[config.mk]
export PLATFORM = sky130hd
export DESIGN_NAME = imem_loader
export DESIGN_NICKNAME = d
export VERILOG_FILES = /design/src/rtl/imem_loader.sv
export SDC_FILE = /design/constraint.sdc
export NUM_CORES = 1
export LEC_CHECK = 0
export CAP_MARGIN = 20
export CORE_ASPECT_RATIO = 0.6
export CORE_MARGIN = 2
export CORE_UTILIZATION = 58
export DETAILED_ROUTE_END_ITERATION = 12
export PLACE_DENSITY = 0.83
export SETUP_SLACK_MARGIN = 0.2
export SLEW_MARGIN = 10
export SYNTH_ARGS = -nofsm -noshare
export SYNTH_HDL_FRONTEND = slang
export SYNTH_SLANG_ARGS = --single-unit
[constraint.sdc]
create_clock -name clk -period 4.7 [get_ports clk]
set_input_delay 0.47 -clock clk [delete_from_list [all_inputs] [get_ports clk]]
set_output_delay 0.47 -clock clk [all_outputs]
set_load 0.02 [all_outputs]
[src/rtl/imem_loader.sv]
// UART-fed instruction memory loader: SYNC, length N, 4*N little-endian data bytes -> one-cycle imem writes.
// Define LOADER_CHECKSUM_EN to require a trailing mod-256 checksum byte over the data bytes.
module imem_loader #(
    parameter int         CLKS_PER_BIT = 868,
    parameter int         WORD_COUNT   = 32,
    parameter logic [7:0] SYNC_BYTE    = 8'hA5
) (
    input  logic        clk,
    input  logic        reset,
    input  logic        rx,
    output logic [31:0] mem_addr,
    output logic [31:0] mem_wdata,
    output logic        mem_rw,
    output logic        cpu_hold,
    output logic        load_done,
    output logic        load_err,
    output logic [7:0]  words_loaded
);

    localparam int            CW      = $clog2(CLKS_PER_BIT);
    localparam logic [CW-1:0] HALF_M1 = CW'(CLKS_PER_BIT / 2 - 1);
    localparam logic [CW-1:0] FULL_M1 = CW'(CLKS_PER_BIT - 1);
    localparam logic [7:0]    WC8     = 8'(WORD_COUNT);

    // ---------------- RX front end ----------------
    typedef enum logic [1:0] {RX_IDLE, RX_START, RX_BITS, RX_STOP} rx_state_t;

    logic [1:0]    rx_sync_reg;
    logic          rx_prev_reg;
    logic          rx_s;
    rx_state_t     rx_state_reg, rx_state_next;
    logic [CW-1:0] rx_cnt_reg, rx_cnt_next;
    logic [2:0]    rx_bit_reg, rx_bit_next;
    logic [7:0]    rx_shift_reg, rx_shift_next;
    logic          byte_valid_reg, byte_valid_next;
    logic          frame_err_reg, frame_err_next;

    assign rx_s = rx_sync_reg[1];

    // Sync flops clear to 0 so a line held low across reset release is not taken as a start bit.
    always_ff @(posedge clk or negedge reset) begin
        if (!reset) begin
            rx_sync_reg    <= 2'b00;
            rx_prev_reg    <= 1'b0;
            rx_state_reg   <= RX_IDLE;
            rx_cnt_reg     <= '0;
            rx_bit_reg     <= '0;
            rx_shift_reg   <= '0;
            byte_valid_reg <= 1'b0;
            frame_err_reg  <= 1'b0;
        end else begin
            rx_sync_reg    <= {rx_sync_reg[0], rx};
            rx_prev_reg    <= rx_s;
            rx_state_reg   <= rx_state_next;
            rx_cnt_reg     <= rx_cnt_next;
            rx_bit_reg     <= rx_bit_next;
            rx_shift_reg   <= rx_shift_next;
            byte_valid_reg <= byte_valid_next;
            frame_err_reg  <= frame_err_next;
        end
    end

    always_comb begin
        rx_state_next   = rx_state_reg;
        rx_cnt_next     = rx_cnt_reg;
        rx_bit_next     = rx_bit_reg;
        rx_shift_next   = rx_shift_reg;
        byte_valid_next = 1'b0;
        frame_err_next  = 1'b0;
        case (rx_state_reg)
            RX_IDLE: begin
                if (rx_prev_reg && !rx_s) begin
                    rx_state_next = RX_START;
                    rx_cnt_next   = '0;
                end
            end
            RX_START: begin
                if (rx_cnt_reg == HALF_M1) begin
                    rx_cnt_next   = '0;
                    rx_bit_next   = '0;
                    rx_state_next = rx_s ? RX_IDLE : RX_BITS;
                end else begin
                    rx_cnt_next = rx_cnt_reg + 1'b1;
                end
            end
            RX_BITS: begin
                if (rx_cnt_reg == FULL_M1) begin
                    rx_cnt_next   = '0;
                    rx_shift_next = {rx_s, rx_shift_reg[7:1]};
                    rx_bit_next   = rx_bit_reg + 1'b1;
                    if (rx_bit_reg == 3'd7) rx_state_next = RX_STOP;
                end else begin
                    rx_cnt_next = rx_cnt_reg + 1'b1;
                end
            end
            RX_STOP: begin
                if (rx_cnt_reg == FULL_M1) begin
                    rx_cnt_next     = '0;
                    byte_valid_next = rx_s;
                    frame_err_next  = !rx_s;
                    rx_state_next   = RX_IDLE;
                end else begin
                    rx_cnt_next = rx_cnt_reg + 1'b1;
                end
            end
            default: rx_state_next = RX_IDLE;
        endcase
    end

    // ---------------- Load sequencer ----------------
    typedef enum logic [2:0] {
        L_IDLE, L_LEN, L_DATA, L_WRITE, L_DONE
`ifdef LOADER_CHECKSUM_EN
        , L_CKSUM
`endif
    } ld_state_t;

    ld_state_t   st_reg, st_next;
    logic [7:0]  len_reg, len_next;
    logic [1:0]  byte_cnt_reg, byte_cnt_next;
    logic [31:0] word_reg, word_next;
    logic [31:0] mem_addr_reg, mem_addr_next;
    logic [31:0] mem_wdata_reg, mem_wdata_next;
    logic        mem_rw_reg, mem_rw_next;
    logic        cpu_hold_reg, cpu_hold_next;
    logic        load_done_reg, load_done_next;
    logic        load_err_reg, load_err_next;
    logic [7:0]  words_reg, words_next;
`ifdef LOADER_CHECKSUM_EN
    logic [7:0]  sum_reg, sum_next;
`endif

    always_ff @(posedge clk or negedge reset) begin
        if (!reset) begin
            st_reg        <= L_IDLE;
            len_reg       <= '0;
            byte_cnt_reg  <= '0;
            word_reg      <= '0;
            mem_addr_reg  <= '0;
            mem_wdata_reg <= '0;
            mem_rw_reg    <= 1'b1;
            cpu_hold_reg  <= 1'b0;
            load_done_reg <= 1'b0;
            load_err_reg  <= 1'b0;
            words_reg     <= '0;
`ifdef LOADER_CHECKSUM_EN
            sum_reg       <= '0;
`endif
        end else begin
            st_reg        <= st_next;
            len_reg       <= len_next;
            byte_cnt_reg  <= byte_cnt_next;
            word_reg      <= word_next;
            mem_addr_reg  <= mem_addr_next;
            mem_wdata_reg <= mem_wdata_next;
            mem_rw_reg    <= mem_rw_next;
            cpu_hold_reg  <= cpu_hold_next;
            load_done_reg <= load_done_next;
            load_err_reg  <= load_err_next;
            words_reg     <= words_next;
`ifdef LOADER_CHECKSUM_EN
            sum_reg       <= sum_next;
`endif
        end
    end

    // Write outputs are registered on entry to WRITE so the strobe lines up with that state's cycle.
    always_comb begin
        st_next        = st_reg;
        len_next       = len_reg;
        byte_cnt_next  = byte_cnt_reg;
        word_next      = word_reg;
        mem_addr_next  = mem_addr_reg;
        mem_wdata_next = mem_wdata_reg;
        mem_rw_next    = 1'b1;
        cpu_hold_next  = cpu_hold_reg;
        load_done_next = load_done_reg;
        load_err_next  = load_err_reg;
        words_next     = words_reg;
`ifdef LOADER_CHECKSUM_EN
        sum_next       = sum_reg;
`endif
        case (st_reg)
            L_IDLE: begin
                if (byte_valid_reg && rx_shift_reg == SYNC_BYTE) begin
                    load_done_next = 1'b0;
                    load_err_next  = 1'b0;
                    words_next     = '0;
                    st_next        = L_LEN;
                end
            end
            L_LEN: begin
                if (frame_err_reg) begin
                    load_err_next = 1'b1;
                    st_next       = L_IDLE;
                end else if (byte_valid_reg) begin
                    if (rx_shift_reg == 8'd0 || rx_shift_reg > WC8) begin
                        load_err_next = 1'b1;
                        st_next       = L_IDLE;
                    end else begin
                        len_next      = rx_shift_reg;
                        cpu_hold_next = 1'b1;
                        byte_cnt_next = '0;
`ifdef LOADER_CHECKSUM_EN
                        sum_next      = '0;
`endif
                        st_next       = L_DATA;
                    end
                end
            end
            L_DATA: begin
                if (frame_err_reg) begin
                    load_err_next = 1'b1;
                    cpu_hold_next = 1'b0;
                    st_next       = L_IDLE;
                end else if (byte_valid_reg) begin
                    word_next     = {rx_shift_reg, word_reg[31:8]};
                    byte_cnt_next = byte_cnt_reg + 1'b1;
`ifdef LOADER_CHECKSUM_EN
                    sum_next      = sum_reg + rx_shift_reg;
`endif
                    if (byte_cnt_reg == 2'd3) begin
                        mem_rw_next    = 1'b0;
                        mem_addr_next  = {24'd0, words_reg};
                        mem_wdata_next = {rx_shift_reg, word_reg[31:8]};
                        st_next        = L_WRITE;
                    end
                end
            end
            L_WRITE: begin
                words_next = words_reg + 8'd1;
                if (words_reg + 8'd1 == len_reg) begin
`ifdef LOADER_CHECKSUM_EN
                    st_next = L_CKSUM;
`else
                    st_next = L_DONE;
`endif
                end else begin
                    st_next = L_DATA;
                end
            end
`ifdef LOADER_CHECKSUM_EN
            L_CKSUM: begin
                if (frame_err_reg) begin
                    load_err_next = 1'b1;
                    cpu_hold_next = 1'b0;
                    st_next       = L_IDLE;
                end else if (byte_valid_reg) begin
                    if (rx_shift_reg == sum_reg) begin
                        st_next = L_DONE;
                    end else begin
                        load_err_next = 1'b1;
                        cpu_hold_next = 1'b0;
                        st_next       = L_IDLE;
                    end
                end
            end
`endif
            L_DONE: begin
                load_done_next = 1'b1;
                cpu_hold_next  = 1'b0;
                st_next        = L_IDLE;
            end
            default: st_next = L_IDLE;
        endcase
    end

    assign mem_addr     = mem_addr_reg;
    assign mem_wdata    = mem_wdata_reg;
    assign mem_rw       = mem_rw_reg;
    assign cpu_hold     = cpu_hold_reg;
    assign load_done    = load_done_reg;
    assign load_err     = load_err_reg;
    assign words_loaded = words_reg;

endmodule

==> run_results.csv, run 1 <==
group,metric,value,unit
cells_and_area,layout-drive-gt1-share,24.4,%
sta,hold_ws,0.349,ns
synthesis,async_reset_ff_share,100,%
global_route,antenna_found_initial,0,
route,remaining_drc_errors,0,
sta,finalHoldViolCount,0,
clocking,cts.sinks,117,
floorplan,start_util,61.1,%
synthesis,synth_area,0.00531,sq mm
critical_path,arrival,3.00,ns
clocking,cts_tree,"yes",
clocking,cts_setup_buffers,0,
sta,setup_viol,0,
synthesis,synth_cells,426,
synthesis,yosysSeqAreaShare,55.1,%
sta,slew_headroom,33.9,%
floorplan,dieArea,0.00996,sq mm
floorplan,die_h,78.1,um
critical_path,ff2ff_setup_slack,1.98,ns
global_route,overflow,0,
critical_path,reg2reg_to,"mem_addr[6]",
placed_design,place_area,0.00585,sq mm
synthesis,synthFlopType,"dfrtp_1",
critical_path,r2r_cells,5,
clocking,ctsLongestPathBuffers,2,
floorplan,core,0.00869,sq mm
sta,max_freq,368,MHz
cells_and_area,fin_area,0.00645,sq mm
hold_path,min_path_cells,0,
route,route.vias.total,3480,
critical_path,cp_max_fo,41,
floorplan,pin_count,79,
synthesis,ys_types,58,
clocking,clk_latency,0.40,ns
pwr,ir_worst_vdd,0.352,mV
placed_design,gp_congestion,0.869,
pwr,static-leakage-power,3.13,nW
synthesis,synth_edf_count,0,
synthesis,yosysWarnings,0,
route,ant_nets,0,
route,avgViaCountPerCell,5.70,
route,routed_wl,10500,um
cells_and_area,largest_reg_flops,32,
cells_and_area,area_delta_synth_final,21.5,%
route,drt_pass1_iterations,6,
job,maxCapViolations,0,
synthesis,synth_area_per_cell,12.5,sq um
sta,fin_crit,2.72,ns
route,drt_iter0_drc,314,
synthesis,synth_seq_cells,117,
pwr,power.density,376,mW/mm^2
sta,worst_slew_pin_slew,0.988,ns
floorplan,die_x,128,um
sta,fin_crit_sh,57.8,%
clocking,h-tree-depth,4,
clocking,clk_pin_slew,0.05,ns
route,avgRoutedWirePerCell,17.2,um
global_route,grt_max_degree,82,
critical_path,cp-start-kind,"flop",
placed_design,io_buffers,54,
global_route,grt.total_usage,23.2,%
critical_path,worstSetupPathType,"flop to flop",
critical_path,reg2reg_from,"st_reg[1]",
global_route,grt_pass1_vias,3491,
clocking,clock-root-buffer,"clkbuf_16",
global_route,grt_pass1_wl,17900,um
cells_and_area,final_nets,495,
sta,fin_setup_tns,0,ns
status,status,"completed",
hold_path,hold_class,"flop to flop",
clocking,cts_made_buffers,17,
sta,slew_violations,0,
hold_path,holdPathEnd,"rx_sync_reg[1]",
sta,finClkSkew,0.00574,ns
critical_path,critPathRequiredTime,4.98,ns
floorplan,rows,26,
critical_path,endpoint_kind,"flop",
sta,grt_setup_unrepaired,"false",
placed_design,place_hpwl,6660,um
hold_path,min_from,"rx_sync_reg[0]",
cells_and_area,diodes,0,
==> what timing repair did <==
action                    4_1_cts  5_1_grt
hold endpoints to repair        0        1
hold buffers                    0        1
gates resized for setup         0        0
==> critical path, cell delays in order, from the launching register on <==
cell and delay, ns:
dfrtp_1 0.53, nor2b_1 0.30, nor3b_2 0.20, buf_4 0.36
nand2_2 0.64, mux2_1 0.55
==> final cells by class <==
type	instances	area, sq um
sequential	117	2930
fill	565	2230
multi-input combinational	284	2190
timing repair buffer	59	596
clock buffer	21	460
tap	112	140
clock inverter	11	108
inverter	7	26.3
==> cell usage in the layout, fill, tap and decap left out, types with 4 or more instances in the layout <==
master,n
conb_1,24
inv_1,7
mux2_4,8
clkbuf_16,17
o21ai_0,19
or3_1,4
a31oi_1,8
nor3b_1,5
nor2b_1,6
nand3_1,9
clkdlybuf4s50_1,53
mux2_2,68
xnor2_1,6
and2_1,4
nor2_1,19
xor2_1,4
a21oi_1,12
clkinv_2,8
nand2_1,18
dfrtp_1,116
ha_1,6
nand2b_1,5
nor3_1,6
==> per-layer routing <==
layer / GRT usage, % / wire [um]
met1: 32.7 / 4860
met3: 6.82 / 550
met2: 35.1 / 4960
met4: 7.58 / 115
met5: 0 / 0
==> Yosys cell counts, types with 3 or more instances <==
cell | count | area [sq um]
a31oi_1 | 8 | 50.1
a21oi_1 | 12 | 60.1
nor3b_1 | 6 | 45.0
and2_1 | 4 | 25.0
xnor2_1 | 6 | 52.6
nor2_1 | 19 | 71.3
xor2_1 | 4 | 35.0
nor2b_1 | 6 | 37.5
a22o_1 | 3 | 26.3
a21boi_1 | 3 | 22.5
mux2_4 | 8 | 120
o21ai_0 | 19 | 95.1
nand2_1 | 19 | 71.3
mux2_1 | 3 | 33.8
dfrtp_1 | 116 | 2900
nand2b_1 | 5 | 31.3
o31ai_1 | 3 | 22.5
clkbuf_1 | 8 | 30.0
mux2_2 | 68 | 766
nor3_1 | 6 | 30.0
or3_1 | 4 | 25.0
ha_1 | 6 | 75.1
buf_2 | 8 | 40.0
nand3_1 | 9 | 45.0
inv_1 | 7 | 26.3
buf_4 | 25 | 188
==> through the flow <==
step | setup slack [ns] | power (mW) | std cells | utilization (%)
2_1_floorplan | 2.79 | 1.18 | 449 | -
3_3_place_gp | 2.13 | 1.20 | 576 | 67.2
3_5_place_dp | 2.06 | 1.21 | 577 | 67.3
4_1_cts | 1.98 | 2.44 | 609 | 73.8
5_1_grt | 1.71 | 2.53 | 611 | 74.3
6_report | 1.98 | 2.43 | 611 | 74.3
==> worst max path at each step <==
stage | from | end | slack (ns)
2_1_floorplan | rx_cnt_reg[3] | rx_shift_reg[0] | 2.79
3_3_place_gp | st_reg[1] | mem_wdata[2] | 2.13
3_5_place_dp | st_reg[1] | mem_wdata[2] | 2.06
4_1_cts | st_reg[1] | mem_wdata[0] | 1.98
5_1_grt | st_reg[1] | mem_addr[6] | 1.71
6_report | st_reg[1] | mem_addr[6] | 1.98
==> cells by family after synthesis <==
kind of cell             share of synthesized area [%]
AO/OA/AOI/OAI                                     7.96
XOR/XNOR                                          1.65
adder cells (fa/ha/maj)                           1.41
buffers and inverters                             5.35
flip-flops                                        55.1
multiplexers                                      17.7
other                                           0.0706
AND/OR/NAND/NOR                                   10.7
==> where the power goes <==
group	switching, mW	total (mW)	internal, mW
clock	0.428	1.23	0.798
combinational	0.0765	0.119	0.0421
sequential	0.0420	1.08	1.04
Note: power is estimated with default switching activity, not from simulation.
==> run 2: changes to the inputs <==
CORE_UTILIZATION = 54   (was 58)
PLACE_DENSITY = 0.78   (was 0.83)
clock period = 2.7 ns   (was 4.7 ns; I/O delays follow)
==> run_results.csv, run 2 (synthesis gave the netlist of run 1 again) <==
group,metric,value,unit
status,status,"completed",
route,drt_pass1_iterations,4,
sta,setup_viol,0,
floorplan,dieArea,0.0107,sq mm
route,avgViaCountPerCell,5.54,
sta,worst_slew_pin_slew,0.829,ns
floorplan,pin_count,79,
pwr,static-leakage-power,3.17,nW
cells_and_area,layout-drive-gt1-share,24.8,%
sta,grt_setup_unrepaired,"false",
cells_and_area,diodes,0,
critical_path,cp-start-kind,"flop",
clocking,h-tree-depth,4,
global_route,antenna_found_initial,0,
cells_and_area,seqCellArea,0.00293,sq mm
critical_path,cp_max_fo,13,
critical_path,path_cells,"or3b_1 > o311ai_0 > o21ai_1 > a41oi_1 > a31oi_1",
critical_path,reg2reg_from,"rx_cnt_reg[3]",
critical_path,critPathRequiredTime,2.96,ns
cells_and_area,fill_cells,642,
job,maxCapViolations,0,
critical_path,crit_start,"rx_cnt_reg[3]",
sta,fin_crit,2.25,ns
clocking,clk_latency,0.41,ns
sta,slew_violations,0,
floorplan,core,0.00936,sq mm
global_route,grt.total_usage,20.7,%
clocking,clk_pin_slew,0.05,ns
clocking,clock-root-buffer,"clkbuf_16",
sta,finClkSkew,0.00704,ns
cells_and_area,final_cell_mix,"dfrtp_1, mux2_2, clkdlybuf4s50_1",
clocking,cts.sinks,117,
floorplan,die_h,80.8,um
clocking,ctsLongestPathBuffers,2,
clocking,cts_tree,"yes",
sta,fin_crit_sh,83.3,%
critical_path,arrival,2.51,ns
route,remaining_drc_errors,0,
route,drt_iter0_drc,192,
clocking,cts_setup_buffers,0,
global_route,grt_pass1_vias,3443,
critical_path,endpoint_kind,"flop",
floorplan,rows,27,
sta,fin_setup_tns,0,ns
cells_and_area,area_delta_synth_final,23.5,%
placed_design,place_area,0.00591,sq mm
clocking,cts_made_buffers,17,
hold_path,min_from,"rx",
route,routed_wl,10200,um
placed_design,gp_congestion,0.885,
cells_and_area,largest_reg_flops,32,
cells_and_area,fin_area,0.00656,sq mm
cells_and_area,final_common_cell,"dfrtp_1",
sta,max_freq,445,MHz
pwr,ir_worst_vdd,0.583,mV
placed_design,io_buffers,54,
clocking,post_cts_resized,0,
pwr,finalPower,4.48,mW
hold_path,hold_class,"input pin to flop",
critical_path,worstSetupPathType,"flop to flop",
global_route,overflow,0,
sta,slew_headroom,44.3,%
cells_and_area,final_nets,496,
cells_and_area,final_util,70.1,%
floorplan,die_x,132,um
route,route.vias.total,3490,
critical_path,cp_slowest_cell,"o311ai_0",
floorplan,start_util,56.8,%
route,avgRoutedWirePerCell,16.2,um
route,ant_nets,0,
sta,hold_ws,0.306,ns
critical_path,max_stage_delay,0.45,ns
global_route,grt_pass1_wl,16900,um
global_route,grt_max_degree,51,
cells_and_area,multi_input_area,0.00219,sq mm
sta,finalHoldViolCount,0,
placed_design,place_hpwl,6630,um
pwr,power.density,682,mW/mm^2
-- run 2: worst paths after layout --
| path | end | slack (ns) | depth (start not counted) |
|---|---|---|---|
| worst min register to register | rx_sync_reg[1] | 0.36 | 0 |
| worst max-delay path | rx_cnt_reg[8] | 0.45 | 5 |
| worst max register to register | rx_cnt_reg[8] | 0.45 | 5 |
| worst min-delay path | rx_sync_reg[0] | 0.31 | 1 |
| min in group asynchronous | rx_cnt_reg[4] | 0.40 | 2 |
| max in group asynchronous | rx_shift_reg[0] | 1.56 | 3 |
-- run 2: critical path: cells and delay by family, from the launching register on --
| kind | cells | cell delay [ns] |
|---|---|---|
| AO/OA/AOI/OAI | 4 | 1.27 |
| flip-flops | 1 | 0.42 |
| AND/OR/NAND/NOR | 1 | 0.42 |
-- run 2: repair_timing --
action                                 in CTS  in global routing
endpoints found under the hold margin      40                  0
setup endpoints to repair                   0                  0
hold buffers                                1                  0
-- run 2: layout make-up --
| class | count | share of cell area, % |
|---|---|---|
| multi-input cells | 284 | 33.4 |
| clock inverters | 7 | 1.75 |
| clock buffers | 25 | 8.01 |
| inverters | 7 | 0.400 |
| well taps | 130 | 2.48 |
| repair buffers | 60 | 9.31 |
| flip-flops and latches | 117 | 44.6 |
-- run 2: per-layer routing --
layer / track usage (%) / up-vias / part of all wire, %
li1: - / 1598 / -
met2: 32.0 / 121 / 47
met3: 6.74 / 10 / 6.3
met1: 27.4 / 1761 / 46
met4: 8.70 / 0 / 0.83
met5: 0 / - / 0
-- run 2: power breakdown --
group / switching, mW / internal [mW]
sequential: 0.0724 / 1.81
combinational: 0.142 / 0.0725
clock: 0.760 / 1.62
-- run 2: metrics by stage --
stage | setup slack (ns) | instances
6_report | 0.452 | 630
4_1_cts | 0.457 | 630
5_1_grt | 0.226 | 630
3_5_place_dp | 0.510 | 597
3_3_place_gp | 0.608 | 597
2_1_floorplan | 0.790 | 449
